### src/rtl/cpu_pkg.sv
// Shared widths, the HALT opcode and the fetch FSM state encoding for the
// instruction-fetch path.
package cpu_pkg;

  localparam int INSTR_W = 9;
  localparam int DATA_W  = 16;
  localparam logic [INSTR_W-1:0] HALT_OPCODE = 9'h100;

  typedef enum logic [2:0] {
    SETTLE  = 3'd0,
    CAPTURE = 3'd1,
    PRESENT = 3'd2,
    STEP    = 3'd3,
    HALT    = 3'd4
  } fetch_state_t;

  function automatic logic is_halt(input logic [INSTR_W-1:0] word);
    return (word == HALT_OPCODE);
  endfunction

endpackage

### src/rtl/step_pulser.sv
// Registers a one-cycle step request into the rom_step pulse so the ROM sees a
// glitch-free edge; the pulse is independent of enable once requested.
module step_pulser (
  input  logic clk,
  input  logic rst,
  input  logic req,
  output logic pulse
);

  // pulse follows the request one cycle later
  always_ff @(posedge clk or posedge rst) begin
    if (rst) begin
      pulse <= 1'b0;
    end else begin
      pulse <= req;
    end
  end

endmodule

### src/rtl/instr_fetch.sv
// Steps the program ROM, waits for its outputs to settle, captures instr/data
// and hands them to the core with a valid/ready handshake. Define
// FETCH_COUNT_EN to add the fetch_count port counting accepted words.
module instr_fetch
  import cpu_pkg::*;
#(
  parameter int SETTLE_CYCLES = 2
) (
  input  logic               clk,
  input  logic               rst,
  input  logic               enable,
  input  logic [INSTR_W-1:0] rom_instruction,
  input  logic [DATA_W-1:0]  rom_data,
  output logic               rom_step,
  output logic [INSTR_W-1:0] instr,
  output logic [DATA_W-1:0]  data,
  output logic               valid,
  input  logic               ready,
  output logic               halted
`ifdef FETCH_COUNT_EN
  ,
  output logic [7:0]         fetch_count
`endif
);

  localparam logic [3:0] SETTLE_LAST = 4'(SETTLE_CYCLES - 1);

  fetch_state_t state_r;
  logic [3:0]   settle_cnt_r;
  logic         step_req_s;
  logic         accept_s;

  assign step_req_s = (state_r == STEP);
  assign accept_s   = (state_r == PRESENT) && valid && ready;

  step_pulser u_step_pulser (
    .clk   (clk),
    .rst   (rst),
    .req   (step_req_s),
    .pulse (rom_step)
  );

  // Fetch FSM; PRESENT with valid low doubles as the idle hold awaiting enable
  always_ff @(posedge clk or posedge rst) begin
    if (rst) begin
      state_r      <= SETTLE;
      settle_cnt_r <= 4'd0;
      instr        <= 9'h000;
      data         <= 16'h0000;
      valid        <= 1'b0;
      halted       <= 1'b0;
    end else begin
      case (state_r)
        SETTLE: begin
          if (settle_cnt_r == SETTLE_LAST) begin
            settle_cnt_r <= 4'd0;
            state_r      <= CAPTURE;
          end else begin
            settle_cnt_r <= settle_cnt_r + 4'd1;
          end
        end
        CAPTURE: begin
          if (is_halt(rom_instruction)) begin
            halted  <= 1'b1;
            state_r <= HALT;
          end else begin
            instr   <= rom_instruction;
            data    <= rom_data;
            valid   <= 1'b1;
            state_r <= PRESENT;
          end
        end
        PRESENT: begin
          if (valid) begin
            if (ready) begin
              valid <= 1'b0;
              if (enable) begin
                state_r <= STEP;
              end else begin
                state_r <= PRESENT;
              end
            end else begin
              state_r <= PRESENT;
            end
          end else if (enable) begin
            state_r <= STEP;
          end else begin
            state_r <= PRESENT;
          end
        end
        STEP: begin
          settle_cnt_r <= 4'd0;
          state_r      <= SETTLE;
        end
        HALT: begin
          state_r <= HALT;
        end
        default: begin
          valid        <= 1'b0;
          settle_cnt_r <= 4'd0;
          state_r      <= SETTLE;
        end
      endcase
    end
  end

`ifdef FETCH_COUNT_EN
  // Accepted-word counter, wraps naturally at 8 bits
  always_ff @(posedge clk or posedge rst) begin
    if (rst) begin
      fetch_count <= 8'd0;
    end else if (accept_s) begin
      fetch_count <= fetch_count + 8'd1;
    end else begin
      fetch_count <= fetch_count;
    end
  end
`else
  logic unused_accept_s;
  assign unused_accept_s = accept_s;
`endif

endmodule

### config.mk
export PLATFORM = sky130hd
export DESIGN_NAME = instr_fetch
export DESIGN_NICKNAME = d
export VERILOG_FILES = /design/src/rtl/cpu_pkg.sv /design/src/rtl/step_pulser.sv /design/src/rtl/instr_fetch.sv
export SDC_FILE = /design/constraint.sdc
export NUM_CORES = 1
export LEC_CHECK = 0
export ABC_AREA = 1
export BUFFER_PORTS_ARGS = -buffer_cell sky130_fd_sc_hd__buf_4
export CORE_ASPECT_RATIO = 1.4
export CORE_MARGIN = 2
export CORE_UTILIZATION = 48
export DETAILED_ROUTE_END_ITERATION = 16
export GPL_ROUTABILITY_DRIVEN = 0
export HOLD_SLACK_MARGIN = 0.02
export MAX_ROUTING_LAYER = met4
export PLACE_DENSITY = 0.78
export REMOVE_ABC_BUFFERS = 1
export SYNTH_ARGS = -nofsm -noshare
export SYNTH_HDL_FRONTEND = slang
export SYNTH_SLANG_ARGS = --single-unit
### constraint.sdc
create_clock -name clk -period 1.7 [get_ports clk]
set_input_delay 0.34 -clock clk [delete_from_list [all_inputs] [get_ports clk]]
set_output_delay 0.34 -clock clk [all_outputs]
set_load 0.005 [all_outputs]
==> out/qor.yml <==
cells_and_area:
  final_util: 0.686
  fillCellCount: 271
  final_common_cell: "nand2_1"
  antennaDiodeCount: 0
  layout.nets: 266
  area_growth_pct: 38.6
  final_cell_mix: "67 x nand2_1, 62 x buf_4, 35 x dfrtp_1"
  drive_gt1_frac: 0.314
logic_synthesis:
  ys_seq_area_frac: 0.578
  syn_area_um2: 1520
  ys_ff_latch: 35
  synth.avg_cell_area_um2: 8.82
  yosys_warnings: 0
  postSynthCellCount: 172
  ys_types: 19
die:
  ioPinCount: 57
  start_util: 0.495
  fp.dieW_um: 51.5
  std_cell_rows: 24
  core-area_um2: 3060
  fp.dieArea_um2: 3630
  die_h_um: 70.5
cts:
  clk_latency_ps: 290
  postCtsHoldBufs: 0
  cts_made_buffers: 5
  htreeDepth: 2
  cts_setup_buffers: 0
  cts.reportedPaths.clkPinSlew_ps: 70
  cts_tree: "built"
  cts.path.max_buffers: 2
  cts-root-buf: "clkbuf_8"
  clkSinkCount: 35
  cts_resized: 0
power:
  clockPowerShare: 0.212
  power.total_mw: 3.65
  p_int_mw: 2.40
  share_seq_of_total_power: 0.393
  peakVddDrop_v: 0.000979
  leakage_nw: 1.16
  powerDensity_nw_per_um2: 1740
  sw_frac_of_total: 0.344
  combPwrFrac: 0.395
  switching_power_mw: 1.25
run:
  drv_cap: 0
drt:
  avgViaCountPerCell: 4.95
  drtAntennaViolNets: 0
  drtIter0Drc: 27
  wl_per_cell_um: 12.1
  wirelength_um: 3330
  drc: 0
  firstDrtPassIters: 4
  vias: 1362
grt:
  grt_max_degree: 28
  grt_pass1_vias: 1263
  gr-total-overflow: 0
  antenna_found_initial: 0
  grt_usage: 0.207
  grt_first_pass_wirelength_um: 5460
worst_hold_path:
  holdCritPathClass: "in -> async"
sta:
  setup_tns_ps: 0
  finalSetupViolations: 0
  hold_viol_final: 0
  rsz0062_at_grt: "no"
  final.min_clock_period_ps: 1450
  period_share: 0.856
  finClkSkew_ps: 4.52
  slew_headroom: 0.707
  fmax_mhz: 687
  worstMarginPinSlew_ps: 439
  drv_slew: 0
critical_path:
  crit_family: "simple AND/OR/NAND/NOR gates"
  cp_max_fo: 27
  reg2reg_depth: 4
  slowest_delay_ps: 440
  cp_data_arrival_time_ps: 1620
  cpMaxStageDelayCell: "dfrtp_1"
  start_kind: "register"
  r2r-start: "state_r[2]"
  crit_chain: "nor3_4 -> nand2_4 -> nand2_1 -> o21ai_0"
  reg2reg_to: "instr[1]"
  crit_buf_inv: 0
  r2r_setup_slack_ps: 250
  endpoint_kind: "register"
  required_ps: 1870
  crit_type: "reg -> reg"
run_status:
  outcome: "finished clean"
placement:
  dp_hpwl_um: 2480
  numPortBuffers: 56
-- routing by layer --
| metal | track usage | part of all wire | vias to the layer above |
|---|---|---|---|
| li1 | - | - | 673 |
| met1 | 0.235 | 0.39 | 636 |
| met2 | 0.339 | 0.52 | 47 |
| met3 | 0.0556 | 0.072 | 6 |
| met4 | 0.0877 | 0.020 | 0 |
| met5 | - | 0 | - |
-- power by group through the flow --
stage	Sequential, mW	Clock [mW]	Combinational (mW)
floorplan	1.45	0	0.701
global placement	1.44	0	1.42
detailed placement	1.44	0	1.46
CTS	1.43	0.789	1.47
global route	1.48	0.825	1.64
finish	1.43	0.776	1.44
-- stage by stage --
stage               instance area, um2  worst slack, ps  cells  hold slack, ps
finish                            2100              245    275            58.3
global route                      2100             92.8    275            70.8
CTS                               2100              242    275            57.9
detailed placement                1980              228    267             374
global placement                  1980              263    267             376
floorplan                         1470             67.9    166             457
-- registers in the layout (all words and copies together) (netlist names) --
signal,flops
u_step_pulser.pulse,1
valid,1
settle_cnt_r,4
instr,9
data,16
halted,1
state_r,3
-- cell type report --
class                      instances  area [um2]  share of cell area
sequential                        35         876               0.417
multi-input combinational        120         553               0.263
timing repair buffer              62         465               0.221
clock buffer                       6        82.6              0.0393
tap                               39        48.8              0.0232
inverter                          11        41.3              0.0196
clock inverter                     2        35.0              0.0167
-- worst max-delay path by stage --
stage                             from  slack (ps)  cells past startpoint       end
floorplan                   state_r[2]          70                      4  instr[1]
global placement    rom_instruction[4]         260                      5  instr[1]
detailed placement  rom_instruction[4]         230                      5  instr[1]
CTS                         state_r[2]         240                      4  instr[1]
global route                state_r[2]          90                      4  instr[1]
finish                      state_r[2]         250                      4  instr[1]
-- worst min-delay path, delay by kind of cell --
family | cells | cell delay (ps)
buffers and inverters | 3 | 370
-- cell families (layout without fill, tap and decap cells) --
logic type,count (synthesis),after routing,synth area share
XOR/XNOR,1,1,0.00578
AO/OA/AOI/OAI,8,8,0.0281
buffers and inverters,17,81,0.0577
flip-flops,35,35,0.578
AND/OR/NAND/NOR,109,109,0.314
adder cells (fa/ha/maj),2,2,0.0165
-- cells in the mapped netlist --
cell type / count / area share
nand2_1: 67 / 0.17
buf_6: 2 / 0.015
inv_1: 10 / 0.025
buf_4: 2 / 0.0099
o21ai_0: 7 / 0.023
clkbuf_1: 1 / 0.0025
nand2_4: 1 / 0.0074
o21a_1: 1 / 0.0050
buf_2: 1 / 0.0033
inv_2: 1 / 0.0025
nand3_1: 28 / 0.092
dfrtp_1: 35 / 0.58
nand4_1: 1 / 0.0041
nand3_2: 1 / 0.0066
xor2_1: 1 / 0.0058
nor3_4: 1 / 0.011
ha_1: 2 / 0.016
nor2_1: 7 / 0.017
nor3_1: 3 / 0.0099
(Power assumes the default switching activity.)
